===== config.mk =====
export PLATFORM = sky130hd
export DESIGN_NAME = rf_regs_flat
export DESIGN_NICKNAME = d
export VERILOG_FILES = /design/src/rtl/rf_regs_if.sv /design/src/rtl/rf_regs.sv /design/src/flat_wrapper.sv
export SDC_FILE = /design/constraint.sdc
export NUM_CORES = 1
export LEC_CHECK = 0
export ABC_AREA = 0
export BUFFER_PORTS_ARGS = -buffer_cell sky130_fd_sc_hd__buf_2
export CAP_MARGIN = 25
export CORE_MARGIN = 2
export CORE_UTILIZATION = 30
export DETAILED_ROUTE_END_ITERATION = 16
export MAX_ROUTING_LAYER = met4
export SYNTH_ARGS = -nofsm -noshare
export SYNTH_HDL_FRONTEND = slang
export SYNTH_SLANG_ARGS = --single-unit

===== constraint.sdc =====
create_clock -name sys_clk_i -period 4.87 [get_ports sys_clk_i]
set_input_delay 0.487 -clock sys_clk_i [delete_from_list [all_inputs] [get_ports sys_clk_i]]
set_output_delay 0.487 -clock sys_clk_i [all_outputs]
set_load 0.1 [all_outputs]

===== src/rtl/rf_regs_if.sv =====
// Register-bus between the SPI command front end and rf_regs.
// The bus carries single-cycle read/write strobes, the address, write data, and registered read data.
`ifndef RF_ADDR_WIDTH
`define RF_ADDR_WIDTH 8
`endif
`ifndef RF_DATA_WIDTH
`define RF_DATA_WIDTH 16
`endif

interface rf_regs_if #(
    parameter int ADDR_W = `RF_ADDR_WIDTH,
    parameter int DATA_W = `RF_DATA_WIDTH
);
    logic              re;
    logic              we;
    logic [ADDR_W-1:0] addr;
    logic [DATA_W-1:0] wdata;
    logic [DATA_W-1:0] rdata;
    logic              rd_valid;

    modport master (output re, we, addr, wdata, input rdata, rd_valid);
    modport slave  (input re, we, addr, wdata, output rdata, rd_valid);
endinterface


===== src/rtl/rf_regs.sv =====
// Double-buffered function-generator settings.
// Shadow registers are loaded into the active set on commit, either immediately or on a DDS phase wrap.
`ifndef RF_ADDR_WIDTH
`define RF_ADDR_WIDTH 8
`endif
`ifndef RF_DATA_WIDTH
`define RF_DATA_WIDTH 16
`endif

module rf_regs #(
    parameter int ADDR_W = `RF_ADDR_WIDTH,
    parameter int DATA_W = `RF_DATA_WIDTH
) (
    input  logic                sys_clk_i,
    input  logic                sys_rst_i,
    rf_regs_if.slave            int_bus,
    input  logic                phase_wrap_i,
    output logic                gen_en_o,
    output logic [1:0]          wave_sel_o,
    output logic [2*DATA_W-1:0] ftw_o,
    output logic [DATA_W-1:0]   ampl_o,
    output logic [DATA_W-1:0]   offs_o,
    output logic                update_o
);
    localparam logic [ADDR_W-1:0] A_CTRL   = ADDR_W'(0);
    localparam logic [ADDR_W-1:0] A_FREQ_L = ADDR_W'(1);
    localparam logic [ADDR_W-1:0] A_FREQ_H = ADDR_W'(2);
    localparam logic [ADDR_W-1:0] A_AMPL   = ADDR_W'(3);
    localparam logic [ADDR_W-1:0] A_OFFS   = ADDR_W'(4);
    localparam logic [ADDR_W-1:0] A_COMMIT = ADDR_W'(5);
    localparam logic [ADDR_W-1:0] A_STATUS = ADDR_W'(6);
    localparam logic [ADDR_W-1:0] A_ID     = ADDR_W'(7);
    localparam logic [DATA_W-1:0] ID_VAL   = DATA_W'(16'hAF10);
    localparam logic [DATA_W-1:0] AMPL_RST = {1'b0, {(DATA_W-1){1'b1}}};

    logic [3:0]        ctrl_q, ctrl_d;
    logic [DATA_W-1:0] freq_l_q, freq_l_d, freq_h_q, freq_h_d;
    logic [DATA_W-1:0] ampl_q, ampl_d, offs_q, offs_d;
    logic [2:0]        act_ctrl_q, act_ctrl_d;
    logic [2*DATA_W-1:0] act_ftw_q, act_ftw_d;
    logic [DATA_W-1:0] act_ampl_q, act_ampl_d, act_offs_q, act_offs_d;
    logic              pending_q, pending_d, err_q, err_d;
    logic              update_q, update_d, rd_valid_q, rd_valid_d;
    logic [DATA_W-1:0] rdata_q, rdata_d;
    logic              load_s, addr_hi_s, err_set_s, err_clr_s;

    // Register decode, commit/load control, sticky error and read mux.
    always_comb begin
        ctrl_d     = ctrl_q;
        freq_l_d   = freq_l_q;
        freq_h_d   = freq_h_q;
        ampl_d     = ampl_q;
        offs_d     = offs_q;
        act_ctrl_d = act_ctrl_q;
        act_ftw_d  = act_ftw_q;
        act_ampl_d = act_ampl_q;
        act_offs_d = act_offs_q;
        pending_d  = pending_q;
        err_d      = err_q;
        rdata_d    = rdata_q;
        rd_valid_d = int_bus.re;

        // SYNC comes from the shadow CTRL, so rewriting CTRL while pending changes the mode.
        load_s    = pending_q & (~ctrl_q[3] | phase_wrap_i);
        update_d  = load_s;
        addr_hi_s = (int_bus.addr > A_ID);
        err_set_s = (int_bus.we & ((int_bus.addr == A_STATUS) | (int_bus.addr == A_ID) | addr_hi_s))
                  | (int_bus.re & addr_hi_s);
        err_clr_s = int_bus.re & (int_bus.addr == A_STATUS);

        if (load_s) begin
            act_ctrl_d = ctrl_q[2:0];
            act_ftw_d  = {freq_h_q, freq_l_q};
            act_ampl_d = ampl_q;
            act_offs_d = offs_q;
            pending_d  = 1'b0;
        end else if (int_bus.we && (int_bus.addr == A_COMMIT) && int_bus.wdata[0]) begin
            pending_d = 1'b1;
        end else begin
            pending_d = pending_q;
        end

        if (int_bus.we) begin
            case (int_bus.addr)
                A_CTRL:   ctrl_d   = int_bus.wdata[3:0];
                A_FREQ_L: freq_l_d = int_bus.wdata;
                A_FREQ_H: freq_h_d = int_bus.wdata;
                A_AMPL:   ampl_d   = int_bus.wdata;
                A_OFFS:   offs_d   = int_bus.wdata;
                default:  ctrl_d   = ctrl_q;
            endcase
        end else begin
            ctrl_d = ctrl_q;
        end

        if (err_set_s) begin
            err_d = 1'b1;
        end else if (err_clr_s) begin
            err_d = 1'b0;
        end else begin
            err_d = err_q;
        end

        // Read mux uses pre-write state, so a simultaneous read returns the old value.
        if (int_bus.re) begin
            case (int_bus.addr)
                A_CTRL:   rdata_d = {{(DATA_W-4){1'b0}}, ctrl_q};
                A_FREQ_L: rdata_d = freq_l_q;
                A_FREQ_H: rdata_d = freq_h_q;
                A_AMPL:   rdata_d = ampl_q;
                A_OFFS:   rdata_d = offs_q;
                A_STATUS: rdata_d = {{(DATA_W-3){1'b0}}, err_q, act_ctrl_q[0], pending_q};
                A_ID:     rdata_d = ID_VAL;
                default:  rdata_d = {DATA_W{1'b0}};
            endcase
        end else begin
            rdata_d = rdata_q;
        end
    end

    // State registers with asynchronous reset.
    always_ff @(posedge sys_clk_i or posedge sys_rst_i) begin
        if (sys_rst_i) begin
            ctrl_q     <= 4'd0;
            freq_l_q   <= {DATA_W{1'b0}};
            freq_h_q   <= {DATA_W{1'b0}};
            ampl_q     <= AMPL_RST;
            offs_q     <= {DATA_W{1'b0}};
            act_ctrl_q <= 3'd0;
            act_ftw_q  <= {(2*DATA_W){1'b0}};
            act_ampl_q <= AMPL_RST;
            act_offs_q <= {DATA_W{1'b0}};
            pending_q  <= 1'b0;
            err_q      <= 1'b0;
            update_q   <= 1'b0;
            rd_valid_q <= 1'b0;
            rdata_q    <= {DATA_W{1'b0}};
        end else begin
            ctrl_q     <= ctrl_d;
            freq_l_q   <= freq_l_d;
            freq_h_q   <= freq_h_d;
            ampl_q     <= ampl_d;
            offs_q     <= offs_d;
            act_ctrl_q <= act_ctrl_d;
            act_ftw_q  <= act_ftw_d;
            act_ampl_q <= act_ampl_d;
            act_offs_q <= act_offs_d;
            pending_q  <= pending_d;
            err_q      <= err_d;
            update_q   <= update_d;
            rd_valid_q <= rd_valid_d;
            rdata_q    <= rdata_d;
        end
    end

    assign int_bus.rdata    = rdata_q;
    assign int_bus.rd_valid = rd_valid_q;
    assign gen_en_o         = act_ctrl_q[0];
    assign wave_sel_o       = act_ctrl_q[2:1];
    assign ftw_o            = act_ftw_q;
    assign ampl_o           = act_ampl_q;
    assign offs_o           = act_offs_q;
    assign update_o         = update_q;
endmodule


===== src/flat_wrapper.sv =====
// flat-port wrapper written by rule: the top's interface ports become plain ports
module rf_regs_flat 
#(
    parameter int ADDR_W = `RF_ADDR_WIDTH,
    parameter int DATA_W = `RF_DATA_WIDTH
)
  (sys_clk_i, sys_rst_i, phase_wrap_i, gen_en_o, wave_sel_o, ftw_o, ampl_o, offs_o, update_o, int_bus_re, int_bus_we, int_bus_addr, int_bus_wdata, int_bus_rdata, int_bus_rd_valid);
  rf_regs_if #(.ADDR_W(ADDR_W), .DATA_W(DATA_W)) int_bus_i ();
  input  logic sys_clk_i;
  input  logic sys_rst_i;
  input  logic phase_wrap_i;
  output logic gen_en_o;
  output logic [1:0] wave_sel_o;
  output logic [2*DATA_W-1:0] ftw_o;
  output logic [DATA_W-1:0] ampl_o;
  output logic [DATA_W-1:0] offs_o;
  output logic update_o;
  input wire logic [$bits(int_bus_i.re)-1:0] int_bus_re;
  input wire logic [$bits(int_bus_i.we)-1:0] int_bus_we;
  input wire logic [$bits(int_bus_i.addr)-1:0] int_bus_addr;
  input wire logic [$bits(int_bus_i.wdata)-1:0] int_bus_wdata;
  output wire logic [$bits(int_bus_i.rdata)-1:0] int_bus_rdata;
  output wire logic [$bits(int_bus_i.rd_valid)-1:0] int_bus_rd_valid;
  assign int_bus_i.re = int_bus_re;
  assign int_bus_i.we = int_bus_we;
  assign int_bus_i.addr = int_bus_addr;
  assign int_bus_i.wdata = int_bus_wdata;
  assign int_bus_rdata = int_bus_i.rdata;
  assign int_bus_rd_valid = int_bus_i.rd_valid;
  rf_regs #(.ADDR_W(ADDR_W), .DATA_W(DATA_W)) u_core (.sys_clk_i(sys_clk_i), .sys_rst_i(sys_rst_i), .int_bus(int_bus_i), .phase_wrap_i(phase_wrap_i), .gen_en_o(gen_en_o), .wave_sel_o(wave_sel_o), .ftw_o(ftw_o), .ampl_o(ampl_o), .offs_o(offs_o), .update_o(update_o));
endmodule

==> impl_metrics.ini, run 1 <==
[status]
status = finished clean

[global_route]
overflow = 0
antenna_found_initial = 1
grt_pass1_wl_um = 27200
grtUsageTotal_pct = 15.6
grt_pass1_vias = 4511
grt_max_degree = 85

[synth]
yosysSeqAreaShare_pct = 59.4
synth_edf_count = 0
syn_area_per_cell_um2 = 14.3
ys_types = 50
synth_fa_ha_area_share_pct = 0
synth-xor-area-share_pct = 0
synthMuxAreaShare_pct = 25.6
ys_ff_latch = 155
ys.flop_type = dfrtp_1
yosys_warnings = 0
synth_nets = 490
synth-async-reset-ratio_pct = 100
synth_compound_area_share_pct = 6.89
synth_simple_gate_area_share_pct = 4.74
synth_cells = 461
synth_area_um2 = 6590
synth_top_family_by_area = multiplexers

[min_path]
hold_path_class = primary input to async pin

[layout]
final_cell_mix = dfrtp_1, mux2_2, buf_2, dfstp_2, inv_1
nets = 596
fillCellCount = 2079
fin_util_pct = 37.0
synthToLayoutAreaGrowth_pct = 21.8
final_cell_area_um2 = 8030
drive_above_1_share_pct = 54.7
final_common_cell = dfrtp_1

[sta]
worstMarginPinSlew_ns = 0.880
finalHoldViolations = 0
maxSlewHeadroom_pct = 41.2
fin_skew_ns = 0.00728
hold-worst-slack_ns = 0.214
period_minus_slack_ns = 2.62
rsz0062_at_grt = no
fin_crit_sh_pct = 53.8
max_freq_ghz = 0.382
finalSetupViolCount = 0
tns_ns = 0
drv_slew = 0

[power_and_ir_drop]
powerDensity_nw_per_um2 = 408
p_seq_share_pct = 42.7
p_sw_uw = 899
power_frac_clock_pct = 43.4
switching_share_pct = 27.4
p_total_uw = 3280
comb_power_share_pct = 13.9
p_int_uw = 2380
leakage_uw = 0.00402
vdd_drop_max_v = 0.000249

[worst_setup_path]
worstReg2RegStart = u_core.ctrl_q[3]
path_max_fanout = 27
regToRegEndpoint = u_core.ftw_o[22]
regToRegSetupSlack_ns = 2.74
crit_chain = buf_2 > nor2b_1 > nand2_1 > nand3_1 > o221ai_1
critical_path_class = primary input to flop
max_stage_delay_ns = 0.78
crit_buf_inv = 1
reg2reg_depth = 4
crit_family = simple AND/OR/NAND/NOR gates
crit_required_ns = 5.13
startpoint_type = primary input
crit_path_end_kind = flop
slowest_stage = nor2b_1
worstPathArrival_ns = 2.88

[clock_tree]
cts_setup_buffers = 0
htree_levels = 4
clk-insertion-delay-late_ns = 0.42
root_buffer = clkbuf_16
clk_path_buf_depth = 2
cts_resized = 0
path_clk_slew_ns = 0.06
hold_buffers = 0
cts_tree = done
cts_buffers = 17
cts.sinks = 155

[place]
place_hpwl_um = 11500
place_congestion = 0.793
port_buffers = 113
place_area_um2 = 7400

[detailed_routing]
postRouteAntennaNets = 0
first_pass_iters = 4
routed-via-count = 4230
vias_per_cell = 4.92
drcViolationCount = 0
routed_wirelength_um = 17100
routedWlPerCell_um = 19.9
drt_iter0_markers = 236

[die]
core_um2 = 21700
die_h_um = 152
dieArea_um2 = 23200
row_count = 54
ioPinCount = 114
start_util_pct = 30.4
die_width_um = 152

[run]
maxCapViolCount = 0
[stage by stage]
step                      worst slack, ns  instances
after global routing                 2.12        860
after CTS                            2.25        859
after global placement               1.87        828
after floorplan                     0.254        461
final                                2.25        860
after detailed placement             1.78        828
[cell type report]
cell class	instances	area, um^2	area share (%)
multi-input combinational	257	2460	30.7
sequential	155	3920	48.8
tap	280	350	4.36
antenna	1	2.50	0.0312
clock buffer	23	458	5.70
timing repair buffer	116	588	7.32
inverter	20	80.1	0.997
clock inverter	8	169	2.10
[worst register-to-register path, cell delays in order (launching register included)]
cell     delay, ns
dfrtp_1       0.37
inv_1         0.08
o21ai_4       0.43
buf_4         0.70
mux2_2        0.44
[synthesized netlist by cell type (5+ instances only)]
library cell    n  area (um^2)
a21oi_1         8         40.0
a22oi_1         7         52.6
buf_2           5         25.0
clkbuf_1       15         56.3
dfrtp_1       125         3130
dfstp_2        30          788
inv_1          20         75.1
mux2_2        124         1400
mux2_4         10          150
mux2i_1        14          140
nand2b_1        5         31.3
nor2_1          8         30.0
nor2b_1         5         31.3
nor3_1          7         35.0
o21a_1          5         37.5
o22ai_1        14         87.6
[routing by layer]
metal	global-route usage (%)	routed length, um	part of all wire [%]
met3	4.75	982	5.8
met1	20.2	7750	45
met5	-	0	0
met2	23.5	8000	47
met4	5.25	344	2.0
[worst max-delay path by stage]
stage | slack, ns | from | depth (start not counted) | end
after global placement | 1.87 | int_bus_addr[2] | 5 | u_core.int_bus.rdata[0]
final | 2.25 | int_bus_addr[2] | 5 | u_core.int_bus.rdata[0]
after floorplan | 0.25 | sys_rst_i | 1 | u_core.act_ctrl_q[0]
after global routing | 2.12 | int_bus_addr[2] | 5 | u_core.int_bus.rdata[0]
after CTS | 2.25 | int_bus_addr[2] | 5 | u_core.int_bus.rdata[0]
after detailed placement | 1.78 | int_bus_addr[2] | 5 | u_core.int_bus.rdata[0]
[registers in the layout, summed over array words and instances (netlist names)]
name	flops
u_core.act_ctrl_q	3
u_core.ampl_o	16
u_core.ampl_q	16
u_core.ctrl_q	4
u_core.err_q	1
u_core.freq_h_q	16
u_core.freq_l_q	16
u_core.ftw_o	32
u_core.int_bus.rd_valid	1
u_core.int_bus.rdata	16
u_core.offs_o	16
u_core.offs_q	16
u_core.pending_q	1
u_core.update_o	1
[cells by family (layout without fill, tap and decap cells)]
family                 count (synthesis)  in the layout
DFF                                  155            155
and+or+nand+nor                       46             46
AOI/OAI and AO/OA                     63             63
muxes                                148            148
other                                  0              1
buffers and inverters                 49            167
[power by group through the flow]
stage | registers [uW] | logic [uW] | clock network, uW
2_1_floorplan | 1640 | 134 | 0
6_report | 1400 | 457 | 1420
3_5_place_dp | 1420 | 462 | 0
5_1_grt | 1410 | 480 | 1510
4_1_cts | 1400 | 462 | 1450
3_3_place_gp | 1420 | 454 | 0
(Power assumes the default switching activity.)
==> run 2: changes to the inputs <==
Settings changed: ABC_AREA 0 to 1.
Clock period 4.87 ns to 2.4 ns, I/O delays scaled along.
==> run 2 against run 1 <==
Cell area shrank 0.53%; total power grew to 2.6 times the previous value; global-route usage grew 1.1 points; flip-flop and latch count is the same; clock power grew 99%; clock skew shrank 0.0023 ns; die area shrank 0.87%; largest cell class unchanged; largest power group is now sequential cells.
==> impl_metrics.ini, run 2 <==
[status]
status = finished clean

[synth]
yosys_warnings = 0
syn_area_per_cell_um2 = 8.75
synth_area_um2 = 6540
synth_nets = 776
ys.flop_type = dfrtp_1
synth_cells = 747
yosysTopAreaCell = dfrtp_1
yosys-top-cells-count = nand2_1, dfrtp_1, o21ai_1, nand3_1, inv_1
ys_types = 25
ys_top_cells_by_area = dfrtp_1, nand2_1, dfstp_2
synth_top_area_share_pct = 47.9
synth.most_common_cell = nand2_1
ys_ff_latch = 155
synth_edf_count = 0
yosysSeqAreaShare_pct = 59.9
synth-async-reset-ratio_pct = 100

[worst_setup_path]
max_stage_delay_ns = 0.52
crit_required_ns = 2.16
crit_buf_inv = 1
crit_chain = buf_2
worstPathArrival_ns = 1.39
startpoint_type = flop
crit_path_end_kind = primary output
path_max_fanout = 2
slowest_stage = dfstp_2
crit_family = flip-flops
critical_path_class = flop to primary output

[die]
ioPinCount = 114
dieArea_um2 = 23000
core_um2 = 21200
die_h_um = 152
die_width_um = 152
start_util_pct = 30.8
row_count = 53

[layout]
multi_input_area_um2 = 2190
final_common_cell = nand2_1
fillCellCount = 2225
largest_reg_flops = 32
drive_above_1_share_pct = 24.1
nets = 882
final_cell_mix = nand2_1, dfrtp_1, buf_2, o21ai_1, nand3_1
fin_util_pct = 37.6
stdcell_count = 1146
synthToLayoutAreaGrowth_pct = 22.2
seqCellArea_um2 = 3920

[clock_tree]
path_clk_slew_ns = 0.06
cts_tree = done
clk_path_buf_depth = 2
htree_levels = 4
cts_setup_buffers = 0
clk-insertion-delay-late_ns = 0.42
root_buffer = clkbuf_16
cts.sinks = 155
cts_buffers = 17

[detailed_routing]
routedWlPerCell_um = 15.3
drcViolationCount = 0
first_pass_iters = 4
postRouteAntennaNets = 0
routed-via-count = 5204
vias_per_cell = 4.54
routed_wirelength_um = 17600
drt_iter0_markers = 422

[power_and_ir_drop]
powerDensity_nw_per_um2 = 1050
vdd_drop_max_v = 0.000489
leakage_uw = 0.00407

[sta]
drv_slew = 0
period_minus_slack_ns = 1.63
finalHoldViolations = 0
rsz0062_at_grt = no
finalSetupViolCount = 0
maxSlewHeadroom_pct = 63.6
hold-worst-slack_ns = 0.0884
tns_ns = 0
worstMarginPinSlew_ns = 0.546
fin_crit_sh_pct = 68.0
fin_skew_ns = 0.00494
max_freq_ghz = 0.613

[global_route]
grtUsageTotal_pct = 16.7
grt_pass1_wl_um = 28600
grt_pass1_vias = 5087
grt_max_degree = 60
overflow = 0
antenna_found_initial = 5

[place]
placed_cells = 1108
place_congestion = 0.837
place_hpwl_um = 12500
port_buffers = 113

[min_path]
hold_path_class = primary input to flop

[run]
maxCapViolCount = 0
[run 2: what timing repair did]
action                                  4_1_cts  5_1_grt
endpoints found under the hold margin        14        0
resized for setup                             0        0
endpoints found under the setup margin        0        0
hold buffers                                  1        0
[run 2: worst min-delay path, delay by kind of cell]
family	cells	cell delay, ns
simple gates	1	0.07
buf+inv	1	0.11
compound gates	1	0.05
[run 2: power by group]
part,switching (uW),internal [uW]
clock,1130,1690
sequential,170,2930
combinational,2180,320
total,3480,4930
[run 2: cell families (layout without fill, tap and decap cells)]
family                 after synthesis  count (layout)  synth area share (%)
AOI/OAI and AO/OA                  125             125                  9.59
buffers and inverters               93             212                  6.70
DFF                                155             155                  59.9
other                                0               5                     0
and+or+nand+nor                    374             374                  23.8
[run 2: cell type report]
type	count	area share (%)
sequential	155	49.0
multi-input combinational	499	27.4
timing repair buffer	126	8.65
clock buffer	18	5.50
tap	275	4.31
inverter	54	2.62
clock inverter	14	2.29
antenna	5	0.157
[run 2: worst paths after layout]
kind | start | endpoint | slack (ns) | cells past startpoint
max in group asynchronous | sys_rst_i | u_core.ampl_o[14] | 1.29 | 4
setup / recovery | u_core.ampl_o[3] | ampl_o[3] | 0.77 | 1
setup reg to reg | u_core.ctrl_q[3] | u_core.ftw_o[10] | 0.98 | 4
hold / removal | int_bus_wdata[0] | u_core.pending_q | 0.09 | 3
hold reg to reg | u_core.ampl_o[8] | u_core.ampl_o[8] | 0.46 | 2
min in group asynchronous | sys_rst_i | u_core.freq_l_q[15] | 0.38 | 3
[run 2: per-stage QoR]
stage | total power [uW] | setup slack (ns) | instance area [um^2]
3_5_place_dp | 5660 | 0.612 | 7340
5_1_grt | 8760 | 0.718 | 7990
4_1_cts | 8500 | 0.744 | 7970
3_3_place_gp | 5640 | 0.682 | 7340
6_report | 8410 | 0.768 | 7990
2_1_floorplan | 5210 | 0.226 | 6540
[run 2: layer usage]
layer / part of all wire (%) / routed length (um) / vias up / track usage (%)
li1: - / - / 2611 / -
met1: 51 / 8900 / 2448 / 24.2
met2: 40 / 6970 / 129 / 21.4
met3: 8.3 / 1460 / 16 / 6.29
met4: 1.4 / 242 / 0 / 4.72
met5: 0 / 0 / - / -
==> run 3: changes to the inputs <==
Clock period 2.4 ns to 1.4 ns, I/O delays scaled along.
==> run 3 against run 2 <==
Combinational power increased by 78%; sequential share of layout area decreased by 2.9 points; critical path depth unchanged; die area unchanged; sequential power increased by 73%; cell area increased by 6.4%; worst setup slack got worse by 0.73 ns; routed wire length increased by 1.5%; critical endpoint is now int_bus_rdata[5]; largest cell class unchanged.
==> impl_metrics.ini, run 3 (synthesized netlist as in run 2, its figures left out) <==
[clock_tree]
htree_levels = 4
cts_buffers = 17
root_buffer = clkbuf_16
cts_tree = done
clk-insertion-delay-late_ns = 0.43
clk_path_buf_depth = 2
path_clk_slew_ns = 0.06
cts.sinks = 155

[sta]
fin_crit_sh_pct = 97.3
worstMarginPinSlew_ns = 0.506
max_freq_ghz = 0.734
fin_skew_ns = 0.00758
drv_slew = 0
period_minus_slack_ns = 1.36
finalSetupViolCount = 0
finalHoldViolations = 0
maxSlewHeadroom_pct = 66.5
hold-worst-slack_ns = 0.0222
layout_setup_ws_ns = 0.0372
tns_ns = 0

[worst_setup_path]
critical_path_class = flop to primary output
startpoint_type = flop
worstReg2RegStart = u_core.pending_q
path_max_fanout = 2
worstPathArrival_ns = 1.22
slowest_stage = buf_2
crit_path_end_kind = primary output
crit_buf_inv = 1
reg2reg_depth = 5
crit_family = buffers and inverters
crit_required_ns = 1.26
crit_chain = buf_2
regToRegEndpoint = u_core.ftw_o[24]
max_stage_delay_ns = 0.44
regToRegSetupSlack_ns = 0.14

[global_route]
grt_pass1_wl_um = 28600
grt_max_degree = 58
grt_util_met3_pct = 5.09
antenna_found_initial = 0
grtUsageTotal_pct = 16.8
use_met2_pct = 22.2
busiest_layer = met1
grt_pass1_vias = 5111
grt_util_met1_pct = 24.7
overflow = 0

[detailed_routing]
routed-via-count = 5204
vias_per_cell = 4.48
postRouteAntennaNets = 0
routed_wirelength_um = 17800
drcViolationCount = 0
drt_iter0_markers = 456
first_pass_iters = 5
routedWlPerCell_um = 15.4

[layout]
largest_reg_flops = 32
fin_util_pct = 40.0
nets = 901
final_cell_mix = nand2_1, dfrtp_1, buf_2, o21ai_1, nand3_1
synthToLayoutAreaGrowth_pct = 30.0
final_common_cell = nand2_1
drive_above_1_share_pct = 25.2

[min_path]
hold_path_class = primary input to flop
holdPathStages = 3
min_from = int_bus_wdata[7]
hold_end = u_core.offs_q[7]

[place]
place_hpwl_um = 13000
port_buffers = 113
place_ws_ns = 0.0230
place_congestion = 0.859

[power_and_ir_drop]
vdd_drop_max_v = 0.000810
p_total_uw = 14500
leakage_uw = 0.00423
powerDensity_nw_per_um2 = 1710

[status]
status = finished clean

[die]
die_width_um = 152
start_util_pct = 30.8
row_count = 53
dieArea_um2 = 23000
die_h_um = 152
ioPinCount = 114
core_um2 = 21200

[run]
maxCapViolCount = 0
-- run 3: changes by cell type in the layout (fill, tap and decap cells not counted) --
cell	delta
buf_12	+24
buf_2	-34
buf_4	+9
bufinv_16	-1
clkbuf_1	+1
clkbuf_4	+16
clkbuf_8	+2
clkinv_2	+1
clkinv_4	-2
diode_2	-4
dlygate4sd3_1	+4
inv_6	-2
inv_8	+1
-- run 3: repair_timing --
action / CTS / global route
setup buffers: 0 / 1
hold buffers: 5 / 0
gates resized for setup: 3 / 16
pin swaps: 0 / 1
endpoints found under the setup margin: 3 / 32
hold endpoints to repair: 23 / 0
-- run 3: worst max path at each step --
stage,start,end,slack (ns),cells after the start
after floorplan,sys_rst_i,u_core.act_ctrl_q[0],-0.67,1
after global placement,int_bus_addr[4],u_core.int_bus.rdata[6],0.06,8
after detailed placement,int_bus_addr[3],u_core.int_bus.rdata[14],0.02,9
after CTS,u_core.act_ctrl_q[1],wave_sel_o[0],0.003,1
after global routing,u_core.act_ctrl_q[2],wave_sel_o[1],-0.003,1
final,u_core.int_bus.rdata[5],int_bus_rdata[5],0.04,1
-- run 3: stage by stage --
| stage | cells | area (um^2) |
|---|---|---|
| floorplan | 747 | 6540 |
| global placement | 1122 | 7780 |
| detailed placement | 1122 | 7780 |
| CTS | 1159 | 8450 |
| global route | 1160 | 8490 |
| finish | 1161 | 8500 |
-- run 3: cell type report --
cell class,count,area [um^2]
Sequential cell,155,3920
Clock buffer,21,470
Antenna cell,1,2.50
Clock inverter,11,134
Fill cell,2145,12700
Multi-Input combinational cell,499,2190
Tap cell,275,344
Inverter,54,209
Timing Repair Buffer,145,1230
-- run 3: layer usage --
| layer | wire length (um) | up-vias |
|---|---|---|
| met2 | 7180 | 148 |
| met4 | 215 | 0 |
| met5 | 0 | - |
| li1 | - | 2635 |
| met3 | 1320 | 16 |
| met1 | 9110 | 2405 |
-- run 3: report_power, final --
part	leakage, uW	switching [uW]	internal [uW]	total, uW
Combinational	0.00195	3730	709	4440
Sequential	0.00199	337	5020	5350
Clock	0.000294	1900	2800	4700
